[src/rtl/hazard_pkg.sv]
// Shared types and constants for the pipeline hazard controller.
// Imported by hazard_ctrl and hazard_fwd_sel.
package hazard_pkg;

  typedef enum logic [1:0] {
    RUN,
    MEM_WAIT,
    ERR
  } state_e;

  localparam logic [1:0] FWD_RF = 2'b00;
  localparam logic [1:0] FWD_W  = 2'b01;
  localparam logic [1:0] FWD_M  = 2'b10;

endpackage

[src/rtl/hazard_fwd_sel.sv]
// E-stage operand forwarding select for one source register.
// The M stage is newer than W, so it takes priority.
module hazard_fwd_sel
  import hazard_pkg::*;
(
  input  logic [4:0] RsE,
  input  logic [4:0] RdM,
  input  logic [4:0] RdW,
  input  logic       RegWriteM,
  input  logic       RegWriteW,
  output logic [1:0] Fwd
);

  // Pick the youngest in-flight producer of RsE; x0 is never forwarded.
  always_comb begin
    Fwd = FWD_RF;
    if (RegWriteM && (RdM != 5'd0) && (RdM == RsE)) begin
      Fwd = FWD_M;
    end else if (RegWriteW && (RdW != 5'd0) && (RdW == RsE)) begin
      Fwd = FWD_W;
    end
  end

endmodule

[src/rtl/hazard_ctrl.sv]
// Pipeline stall/flush/forward control with data-memory wait FSM.
// ERR is sticky until reset and keeps the whole pipeline frozen.
module hazard_ctrl
  import hazard_pkg::*;
#(
  parameter int unsigned WAIT_MAX = 16
) (
  input  logic        clk,
  input  logic        rst,
  input  logic [4:0]  Rs1D,
  input  logic [4:0]  Rs2D,
  input  logic [4:0]  Rs1E,
  input  logic [4:0]  Rs2E,
  input  logic [4:0]  RdE,
  input  logic [4:0]  RdM,
  input  logic [4:0]  RdW,
  input  logic        RegWriteM,
  input  logic        RegWriteW,
  input  logic        ResultSrcE0,
  input  logic        PCSrcE,
  input  logic        MemReqM,
  input  logic        dmem_ready,
  output logic [1:0]  ForwardAE,
  output logic [1:0]  ForwardBE,
  output logic        StallF,
  output logic        StallD,
  output logic        StallE,
  output logic        StallM,
  output logic        FlushD,
  output logic        FlushE,
  output logic        FlushW,
  output logic        mem_err,
  output logic [31:0] stall_cycles
);

  localparam int CW = $clog2(WAIT_MAX);
  localparam logic [CW-1:0] CNT_LAST = CW'(WAIT_MAX - 1);

  state_e        state_q, state_d;
  logic [CW-1:0] wait_cnt_q, wait_cnt_d;
  logic [31:0]   stall_cycles_q;
  logic          mem_stall;
  logic          lw_stall;

  hazard_fwd_sel u_fwd_a (
    .RsE       (Rs1E),
    .RdM       (RdM),
    .RdW       (RdW),
    .RegWriteM (RegWriteM),
    .RegWriteW (RegWriteW),
    .Fwd       (ForwardAE)
  );

  hazard_fwd_sel u_fwd_b (
    .RsE       (Rs2E),
    .RdM       (RdM),
    .RdW       (RdW),
    .RegWriteM (RegWriteM),
    .RegWriteW (RegWriteW),
    .Fwd       (ForwardBE)
  );

  assign lw_stall = ResultSrcE0 && (RdE != 5'd0) &&
                    ((RdE == Rs1D) || (RdE == Rs2D));

  // Memory-wait FSM: next state, wait counter and memory stall.
  always_comb begin
    state_d    = state_q;
    wait_cnt_d = wait_cnt_q;
    mem_stall  = 1'b0;
    unique case (state_q)
      RUN: begin
        mem_stall = MemReqM && !dmem_ready;
        if (mem_stall) begin
          state_d    = MEM_WAIT;
          wait_cnt_d = CW'(1);
        end
      end
      MEM_WAIT: begin
        mem_stall = !dmem_ready;
        if (dmem_ready) begin
          state_d    = RUN;
          wait_cnt_d = '0;
        end else if (wait_cnt_q == CNT_LAST) begin
          state_d = ERR;
        end else begin
          wait_cnt_d = wait_cnt_q + CW'(1);
        end
      end
      ERR: begin
        mem_stall = 1'b1;
      end
      default: begin
        state_d    = RUN;
        wait_cnt_d = '0;
      end
    endcase
  end

  // A flush is suppressed while frozen so a held branch retries it later.
  always_comb begin
    StallF = mem_stall || lw_stall;
    StallD = mem_stall || lw_stall;
    StallE = mem_stall;
    StallM = mem_stall;
    FlushW = mem_stall;
    FlushD = PCSrcE && !mem_stall;
    FlushE = (lw_stall || PCSrcE) && !mem_stall;
  end

  // State, wait counter and saturating stall counter registers.
  always_ff @(posedge clk or posedge rst) begin
    if (rst) begin
      state_q        <= RUN;
      wait_cnt_q     <= '0;
      stall_cycles_q <= '0;
    end else begin
      state_q    <= state_d;
      wait_cnt_q <= wait_cnt_d;
      if (StallF && (stall_cycles_q != 32'hFFFF_FFFF)) begin
        stall_cycles_q <= stall_cycles_q + 32'd1;
      end
    end
  end

  assign mem_err      = (state_q == ERR);
  assign stall_cycles = stall_cycles_q;

endmodule

[config.mk]
export PLATFORM = sky130hd
export DESIGN_NAME = hazard_ctrl
export DESIGN_NICKNAME = d
export VERILOG_FILES = /design/src/rtl/hazard_pkg.sv /design/src/rtl/hazard_fwd_sel.sv /design/src/rtl/hazard_ctrl.sv
export SDC_FILE = /design/constraint.sdc
export NUM_CORES = 1
export LEC_CHECK = 0
export CAP_MARGIN = 20
export CORE_AREA = 5 5 97 99
export CTS_BUF_LIST = sky130_fd_sc_hd__clkbuf_16
export DETAILED_ROUTE_END_ITERATION = 16
export DIE_AREA = 0 0 102 104
export PLACE_DENSITY = 0.57
export RECOVER_POWER = 100
export SYNTH_ARGS = -nofsm -noshare
export SYNTH_HDL_FRONTEND = slang
export SYNTH_SLANG_ARGS = --single-unit
[constraint.sdc]
create_clock -name clk -period 3.1 [get_ports clk]
set_clock_uncertainty 0.1 [all_clocks]
set_input_delay 0.775 -clock clk [delete_from_list [all_inputs] [get_ports clk]]
set_output_delay 0.775 -clock clk [all_outputs]
set_load 0.02 [all_outputs]
==> results.cfg <==
[timing]
post-route-min-period_ns = 3.10
hold_ws_ns = 0.391
maxSlewViolCount = 0
tightest_slew_ns = 0.936
max_freq_mhz = 322
rsz0062_at_grt = yes
hold_viol = 0
relSlewSlack = 0.376
setup_viol = 1
timing.setup.tns_ns = -0.00465
finalWorstSetupSlack_ns = -0.00465
period_share = 1.00

[critical_path]
arrival_ns = 2.23
critPathLaunch = RdM[0]
worst-path-max-fanout = 2
crit_required_ns = 2.22
cp-end-kind = output port
critPathKind = in -> out
crit_path_start_kind = primary input
regToRegStartpoint = stall_cycles[12]

[finish]
fill_cells = 841
fin_nets = 408
layout-drive-gt1-share = 0.201
finalNonFillerCells = 472
area_growth_pct = 52.5
stdcell_area_mm2 = 0.00373
register_area_um2 = 951
multi_input_area_mm2 = 0.00146
diodes = 0
final_util = 0.441

[power]
swShare = 0.337
ir_drop_v = 0.000393
seq_power_share = 0.401
power.switching_mw = 0.566
power_mw = 1.68
leakage_nw = 1.76
power.density_mw_per_mm2 = 450
intPower_mw = 1.11
pwr-share-comb = 0.315
clock_power_share = 0.285

[route]
drtIter0Drc = 65
drc = 0
drt_wl_total_um = 6930
vias = 2259
wl_per_cell_um = 14.7
dr.pass1.iters = 4
routed_via_density = 4.79
ant_nets = 0

[floorplanning]
num_rows = 34
die_w_um = 102
ios = 87
initial_core_util = 0.289
die_height_um = 104
dieArea_mm2 = 0.0106
core_region_area_mm2 = 0.00847

[synth]
synth_top_area_share = 0.389
netlist_instances = 250
synth.top_cells.by_area = dfrtp_1, xor2_1, nand2_1
syn_avg_cell_area_um2 = 9.78
synth.distinct_cells = 46
yosys_warnings = 0
yosysTopAreaCell = dfrtp_1
synth-seq-cells = 38
synth_flop_cell = dfrtp_1
synthMostInstantiatedCell = xor2_1
ys_async_sr_fraction = 1.00
syn-num-nets = 295
yosys-top-cells-count = xor2_1, dfrtp_1, nand2_1
synth-seq-area-share = 0.389
synth_edf_count = 0
synth_area_mm2 = 0.00245

[clock_tree]
cts_tree = done
cts_made_buffers = 5
clock_path_buffers = 2
clk_latency_ns = 0.28
ctsHoldBuffers = 0
cts_root_buffer = clkbuf_16
clk_pin_slew_ns = 0.06
htreeDepth = 2
cts_sinks = 38

[min_path]
hold_path_class = reg -> reg
min_from = stall_cycles[17]

[global_routing]
antenna_found_initial = 0
grtUsageMet1 = 0.177
grt-ovfl-total = 0
grt_pass1_vias = 2281
met2_usage = 0.212
grt-busiest-layer = met2
grt_util_met3 = 0.0329
grt_max_degree = 39
grtUsageTotal = 0.130
grt_pass1_wl_um = 11300

[run_status]
status = finished, violations left
failed_checks = negative setup slack

[place]
post-dp-hpwl_um = 5200
portBuffers = 86
place_ws_ns = -0.778
dp_cells = 461
gp_congestion = 0.761
place_area_mm2 = 0.00359

[job]
max_cap_violations = 0
## cells in the final DEF, fill, tap and decap left out, types with 5 or more instances in the layout
| cell | instances |
|---|---|
| nor4_1 | 9 |
| and3_1 | 5 |
| dlygate4sd3_1 | 35 |
| clkbuf_2 | 11 |
| nand4_1 | 5 |
| nand3_1 | 14 |
| a21oi_1 | 6 |
| xnor2_1 | 8 |
| buf_6 | 5 |
| nor3_1 | 12 |
| buf_4 | 26 |
| nand2_1 | 19 |
| clkdlybuf4s50_1 | 18 |
| xor2_1 | 53 |
| clkbuf_16 | 5 |
| nor2_1 | 18 |
| dfrtp_1 | 38 |
| dlygate4sd2_1 | 9 |
| dlymetal6s2s_1 | 6 |
## worst max-delay path, stage by stage
cell and delay (ns):
buf_6 0.09, or4_4 0.53, o21ai_4 0.19, buf_6 0.13, nor4_4 0.04, nor4_2 0.29
buf_4 0.18
## state kept, by name, summed over array words and instances, names as in the netlist
name / cells
state_q: 2
stall_cycles: 32
wait_cnt_q: 4
## cell families after synthesis
kind of cell / Yosys count / synth area share
DFF: 38 / 0.389
AOI/OAI and AO/OA: 21 / 0.0542
adders and majority gates: 2 / 0.0102
and+or+nand+nor: 111 / 0.281
buffers and inverters: 15 / 0.0368
xor gates and xnor gates: 61 / 0.218
muxes: 2 / 0.0102
## final timing paths
path                       cells past startpoint  slack, ns          endpoint
setup / recovery                               7     -0.005      ForwardAE[0]
hold / removal                                 1       0.39  stall_cycles[17]
setup reg to reg                               7       0.66  stall_cycles[29]
hold reg to reg                                1       0.39  stall_cycles[17]
max in group asynchronous                      3       1.19  stall_cycles[20]
min in group asynchronous                      3       1.13     wait_cnt_q[2]
## metal layers
| layer | vias up | part of all wire |
|---|---|---|
| li1 | 1110 | - |
| met1 | 1072 | 0.45 |
| met2 | 73 | 0.48 |
| met3 | 4 | 0.062 |
| met4 | 0 | 0.0049 |
| met5 | - | 0 |
## timing repair
action,CTS,global route
endpoints found under the hold margin,0,0
resized for setup,83,29
setup buffers,1,2
pin swaps,8,11
endpoints found under the setup margin,11,11
## power groups by stage
stage	Sequential, mW	Clock (mW)	Combinational, mW
after floorplan	0.749	0	0.193
final	0.673	0.478	0.529
after detailed placement	0.683	0	0.562
after global routing	0.691	0.517	0.578
after global placement	0.681	0	0.555
after CTS	0.677	0.491	0.567
## layout make-up
cell class	count	share of cell area
clock buffer	5	0.0335
clock inverter	3	0.00335
inverter	4	0.00403
multi-input combinational	197	0.391
sequential	38	0.255
tap	108	0.0362
timing repair buffer	117	0.276
No activity file was read; power rests on OpenSTA's default activity.
